$ cat src/rtl/serial_sub_ctrl_pkg.sv
// Shared constants, FSM state type and index-width helper for serial_sub_ctrl.
package serial_sub_ctrl_pkg;

    localparam int unsigned NIB_W = 4;

    typedef enum logic [1:0] {
        IDLE = 2'd0,
        RUN  = 2'd1,
        DONE = 2'd2
    } state_e;

    // Ceiling log2, never below 1 so a nibble index always has at least one bit.
    function automatic int unsigned clog2(input int unsigned n);
        int unsigned w;
        w = 0;
        while ((32'd1 << w) < n) w++;
        return (w == 0) ? 1 : w;
    endfunction

endpackage

$ cat src/rtl/serial_sub_ctrl_bls4_sub.sv
// 4-bit borrow-lookahead subtractor: diff = x - y - bin, bout = borrow out of bit 3.
module bls4_sub
    import serial_sub_ctrl_pkg::*;
(
    input  logic [NIB_W-1:0] x_i,
    input  logic [NIB_W-1:0] y_i,
    input  logic             bin_i,
    output logic [NIB_W-1:0] diff_o,
    output logic             bout_o
);

    logic [NIB_W-1:0] gen;
    logic [NIB_W-1:0] prop;
    logic [NIB_W:0]   brw;

    // A bit generates a borrow when x=0,y=1 and passes one through when x==y.
    assign gen  = ~x_i & y_i;
    assign prop = ~(x_i ^ y_i);

    assign brw[0] = bin_i;
    assign brw[1] = gen[0] | (prop[0] & bin_i);
    assign brw[2] = gen[1] | (prop[1] & gen[0]) | (prop[1] & prop[0] & bin_i);
    assign brw[3] = gen[2] | (prop[2] & gen[1]) | (prop[2] & prop[1] & gen[0])
                  | (prop[2] & prop[1] & prop[0] & bin_i);
    assign brw[4] = gen[3] | (prop[3] & gen[2]) | (prop[3] & prop[2] & gen[1])
                  | (prop[3] & prop[2] & prop[1] & gen[0])
                  | (prop[3] & prop[2] & prop[1] & prop[0] & bin_i);

    assign diff_o = x_i ^ y_i ^ brw[NIB_W-1:0];
    assign bout_o = brw[NIB_W];

endmodule

$ cat src/rtl/serial_sub_ctrl.sv
// Nibble-serial subtractor: diff = a - b - bin over WORD_W/4 cycles using one bls4_sub.
// Define SERIAL_SUB_OVF_EN to enable the signed-overflow flag; otherwise ovf is tied 0.
module serial_sub_ctrl
    import serial_sub_ctrl_pkg::*;
#(
    parameter int unsigned WORD_W = 16
) (
    input  logic              clk,
    input  logic              rst,
    input  logic              start,
    input  logic [WORD_W-1:0] a,
    input  logic [WORD_W-1:0] b,
    input  logic              bin,
    output logic              busy,
    output logic              done,
    output logic [WORD_W-1:0] diff,
    output logic              bout,
    output logic              zero,
    output logic              ovf
);

    localparam int unsigned      NIBS  = WORD_W / NIB_W;
    localparam int unsigned      IDX_W = clog2(NIBS);
    localparam logic [IDX_W-1:0] LAST  = IDX_W'(NIBS - 1);

    state_e            state_q, state_d;
    logic [IDX_W-1:0]  idx_q, idx_d;
    logic              brw_q, brw_d;
    logic [WORD_W-1:0] a_q, a_d, b_q, b_d, diff_q, diff_d;
    logic              bout_q, bout_d, zero_q, zero_d;
    logic [NIB_W-1:0]  nib_x, nib_y, nib_diff;
    logic              nib_bout;

    assign nib_x = a_q[idx_q*NIB_W +: NIB_W];
    assign nib_y = b_q[idx_q*NIB_W +: NIB_W];

    bls4_sub u_bls4_sub (
        .x_i    (nib_x),
        .y_i    (nib_y),
        .bin_i  (brw_q),
        .diff_o (nib_diff),
        .bout_o (nib_bout)
    );

`ifdef SERIAL_SUB_OVF_EN
    logic ovf_q, ovf_d;
`endif

    always_comb begin
        state_d = state_q;
        idx_d   = idx_q;
        brw_d   = brw_q;
        a_d     = a_q;
        b_d     = b_q;
        diff_d  = diff_q;
        bout_d  = bout_q;
        zero_d  = zero_q;
`ifdef SERIAL_SUB_OVF_EN
        ovf_d   = ovf_q;
`endif
        case (state_q)
            IDLE: begin
                if (start) begin
                    a_d     = a;
                    b_d     = b;
                    brw_d   = bin;
                    idx_d   = '0;
                    state_d = RUN;
                end
            end
            RUN: begin
                diff_d[idx_q*NIB_W +: NIB_W] = nib_diff;
                brw_d = nib_bout;
                idx_d = idx_q + 1'b1;
                if (idx_q == LAST) begin
                    // Flags are taken from the merged word so they are valid on entry to DONE.
                    bout_d  = nib_bout;
                    zero_d  = (diff_d == '0);
`ifdef SERIAL_SUB_OVF_EN
                    ovf_d   = (a_q[WORD_W-1] ^ b_q[WORD_W-1]) & (a_q[WORD_W-1] ^ diff_d[WORD_W-1]);
`endif
                    state_d = DONE;
                end
            end
            DONE:    state_d = IDLE;
            default: state_d = IDLE;
        endcase
    end

    always_ff @(posedge clk or posedge rst) begin
        if (rst) begin
            state_q <= IDLE;
            idx_q   <= '0;
            brw_q   <= 1'b0;
            a_q     <= '0;
            b_q     <= '0;
            diff_q  <= '0;
            bout_q  <= 1'b0;
            zero_q  <= 1'b0;
`ifdef SERIAL_SUB_OVF_EN
            ovf_q   <= 1'b0;
`endif
        end else begin
            state_q <= state_d;
            idx_q   <= idx_d;
            brw_q   <= brw_d;
            a_q     <= a_d;
            b_q     <= b_d;
            diff_q  <= diff_d;
            bout_q  <= bout_d;
            zero_q  <= zero_d;
`ifdef SERIAL_SUB_OVF_EN
            ovf_q   <= ovf_d;
`endif
        end
    end

    assign busy = (state_q == RUN);
    assign done = (state_q == DONE);
    assign diff = diff_q;
    assign bout = bout_q;
    assign zero = zero_q;
`ifdef SERIAL_SUB_OVF_EN
    assign ovf  = ovf_q;
`else
    assign ovf  = 1'b0;
`endif

endmodule

$ cat config.mk
export PLATFORM = sky130hd
export DESIGN_NAME = serial_sub_ctrl
export DESIGN_NICKNAME = d
export VERILOG_FILES = /design/src/rtl/serial_sub_ctrl_pkg.sv /design/src/rtl/serial_sub_ctrl_bls4_sub.sv /design/src/rtl/serial_sub_ctrl.sv
export SDC_FILE = /design/constraint.sdc
export NUM_CORES = 1
export LEC_CHECK = 0
export CORE_MARGIN = 2
export CORE_UTILIZATION = 35
export CTS_CLUSTER_DIAMETER = 40
export DETAILED_ROUTE_END_ITERATION = 10
export HOLD_SLACK_MARGIN = 0.15
export SYNTH_ARGS = -nofsm -noshare
export SYNTH_HDL_FRONTEND = slang
export SYNTH_SLANG_ARGS = --single-unit
$ cat constraint.sdc
create_clock -name clk -period 3.45 [get_ports clk]
set_clock_uncertainty 0.1 [all_clocks]
set_input_delay 0.69 -clock clk [delete_from_list [all_inputs] [get_ports clk]]
set_output_delay 0.69 -clock clk [all_outputs]
set_load 0.005 [all_outputs]
==> metrics.md <==
| Metric | Value |
|---|---|
| Clk Tree Root Cell | clkbuf_8 |
| Hold buffers post-CTS | 0 |
| Crit start category | register |
| Slew of the pin with the lowest slew margin | 0.679 ns |
| Final-layout fill cell count | 671 |
| Fmax | 0.375 GHz |
| Status | finished, final reports clean |
| Xor/xnor share of the synthesized area | 0.00978 |
| Synth cell types | 43 |
| Largest area contributor in the netlist | dfrtp_1 |
| Clock Sink Count | 55 |
| Post-synth top area share | 0.512 |
| Fraction of layout cells with a size suffix above 1 | 0.202 |
| Ant diodes | 0 |
| Maximum capacitance violations | 0 |
| Setup violators final | 0 |
| Sequential power share | 0.352 |
| Skew-Pair Late Insertion Delay | 0.31 ns |
| Min Tclk post-route | 2.66 ns |
| Worst min-delay path category | reg2reg |
| Routed WL per cell | 14.7 um |
| Mapped Avg Cell Area | 13.0 um2 |
| Post-Layout Cell Count | between 300 and 400 |
| First-pass GRT wire length | 8970 um |
| Resized cells post-CTS | 0 |
| Combinational share of power | 0.539 |
| Fin. Hold Viols | 0 |
| Seq cells post-synth | 55 |
| Slew Viols, Final | 0 |
| Multiplexer share of the synthesized area | 0.208 |
| Die Height | just over 90 um |
| WL met1 | 2500 um |
| DR vias | 1791 |
| Post-synth top cells | dfrtp_1 (55), mux2_2 (32), nand2_1 (18), ha_1 (10), o21ai_0 (10) |
| PD cells | 958 nW/um2 |
| FF-to-FF path depth | 7 |
| Post-DP HPWL | 3950 um |
| Fraction of the mapped netlist area in adder cells | 0.0540 |
| Leak Pwr | 1.44 nW |
| Mapped Area | around 2700 um2 |
| Switching share of power | 0.394 |
| Synth Flop Type | dfrtp_1 |
| I/O Pins | 57 |
| Design Area, Final | 3390 um2 |
| Pin count of the biggest net entering global routing | 56 |
| Clock Pin Slew Worst Setup and Hold Paths | 0.09 ns |
| Clock Power Share | 0.109 |
| Simple-Gate Fraction of Synth Area | 0.0843 |
| Hold path start | bout |
| Remaining antenna violation count after routing | 0 |
| WP data arrival | 2.76 ns |
| Switch Pwr | 1.28 mW |
| DRC viols | 0 |
| Drt total wl | 5310 um |
| Setup CP Type | reg2reg |
| Worst slew margin | 0.548 |
| IO buf count | 55 |
| Synthesis-to-layout area growth | 26.3% |
| RSZ-0062 raised after global routing | false |
| Max IR drop VDD | 0.431 mV |
| Met3 wire len | about 220 um |
| Tcrit/Tclk final | 0.772 |
| Kind of end point of the critical path | register |
| Setup tns final | 0 ns |
| Worst hold slack | 0.391 ns |
| Gr ovfl total | 0 |
| Vias per cell | 4.95 |
| Die X | 91.6 um |
| Hold-critical path depth | 2 |
| Power Total | 3.25 mW |
| Initial DRT Pass Iterations | 5 |
| FF-to-FF Start | idx_q[0] |
| Clock Tree Buf Depth | 2 |
| Layout Nets | 309 |
| Row count | 31 |
| Most frequent cell after synthesis | dfrtp_1 |
| CTS tree | built |
| Top Metal Used | met4 |
| Clock buffer count from CTS | 5 |
| Post-Syn Nets | 253 |
| Die area | 8400 um2 |
| Largest family of logic cells by synthesized area | multiplexers |
| Async set or reset register ratio after synthesis | 1.00 |
| Met2 Wirelength | 2520 um |
| Main area contributors after synthesis | dfrtp_1 (51%), mux2_2 (13%), mux4_1 (4.9%), ha_1 (4.7%), a22o_1 (2.6%) |
| Power Internal | 1.97 mW |
| Starting density of the core | 0.367 |
| Register-to-register setup slack | 0.79 ns |
| Crit path max fanout | 9 |
| Synth Warn # | 0 |
| EDFF count, synth | 0 |
| Initial antenna violation count | 0 |
| Routability cong. | approximately 0.79 |
| Tot GR Track Use | 0.134 |
| Vias in the first global route | 1877 |
| CORE AREA | between 7000 and 8000 um2 |
| Critical Path RT | 3.54 ns |
| Dpl cell area | 3300 um2 |
| Critical path origin | idx_q[0] |
| H-tree depth | 2 |
| Post-synthesis sequential area ratio | 0.512 |
| Inst Count DP | 354 |
| Synth Area in Compound Gates | 0.0824 |
| Synthesized instance count | 206 |
| Post-CTS Setup Inserts | 0 |
| Iteration-0 DRC Markers | 77 |
critical path, cell delays in order (launching register included):
cell and delay [ns]:
dfrtp_1 0.65, mux4_1 0.62, ha_1 0.34, a21oi_1 0.20, a21boi_1 0.10, o21a_1 0.20, nor2_1 0.23, o21ai_0 0.11
placed cells by master (no fill, tap or decap), types with 2 or more instances in the layout:
cell type         n
o22ai_1           3
ha_1             10
nand2_1          18
mux4_2            3
nand3_1           3
clkbuf_8          5
a22o_1            8
mux2_2           32
xor2_1            2
nor2b_1           3
clkinvlp_4        2
o21ai_1           2
inv_1             8
buf_4             3
nor2_1            6
a21boi_1          2
clkdlybuf4s50_1  55
nor4_1            4
o21ai_0          10
dfrtp_1          55
mux4_1            5
final timing paths:
check	to
worst max-delay path	bout
worst min-delay path	bout
worst max register to register	bout
worst min register to register	bout
max in group asynchronous	b_q[12]
min in group asynchronous	diff[2]
metal layers:
layer | global-route usage | vias up
li1 | - | 850
met1 | 0.179 | 890
met2 | 0.215 | 45
met3 | 0.0288 | 6
met4 | 0.0505 | 0
met5 | 0 | -
area by class of cell:
| type | count | area [um2] | share of cell area |
|---|---|---|---|
| Timing Repair Buffer | 58 | 573 | 0.169 |
| Clock buffer | 5 | 68.8 | 0.0203 |
| Tap cell | 99 | 124 | 0.0365 |
| Sequential cell | 55 | 1380 | 0.406 |
| Multi-Input combinational cell | 132 | 1190 | 0.350 |
| Inverter | 10 | 42.5 | 0.0125 |
| Clock inverter | 3 | 20.0 | 0.00590 |
power by group through the flow:
stage | registers [mW] | logic, mW | clock network, mW
global route | 1.19 | 1.98 | 0.395
finish | 1.14 | 1.75 | 0.355
floorplan | 1.07 | 1.36 | 0
detailed placement | 1.17 | 1.77 | 0
CTS | 1.15 | 1.78 | 0.369
global placement | 1.16 | 1.74 | 0
logic make-up after synthesis:
family                   count (synthesis)
multiplexers                            40
buffers and inverters                   19
AO/OA/AOI/OAI                           32
XOR/XNOR                                 3
adder cells (fa/ha/maj)                 11
flip-flops                              55
AND/OR/NAND/NOR                         45
other                                    1
state kept, by name, indices dropped and copies added, names as in the netlist:
signal / count
brw_q: 1
zero: 1
state_q: 2
a_q: 16
bout: 1
diff: 16
idx_q: 2
b_q: 16
stage by stage:
stage | util | worst slack [ns]
floorplan | - | 1.01
global placement | 0.451 | 0.843
detailed placement | 0.451 | 0.771
CTS | 0.463 | 0.755
global route | 0.463 | 0.507
finish | 0.463 | 0.786
Note: power is estimated with default switching activity, not from simulation.
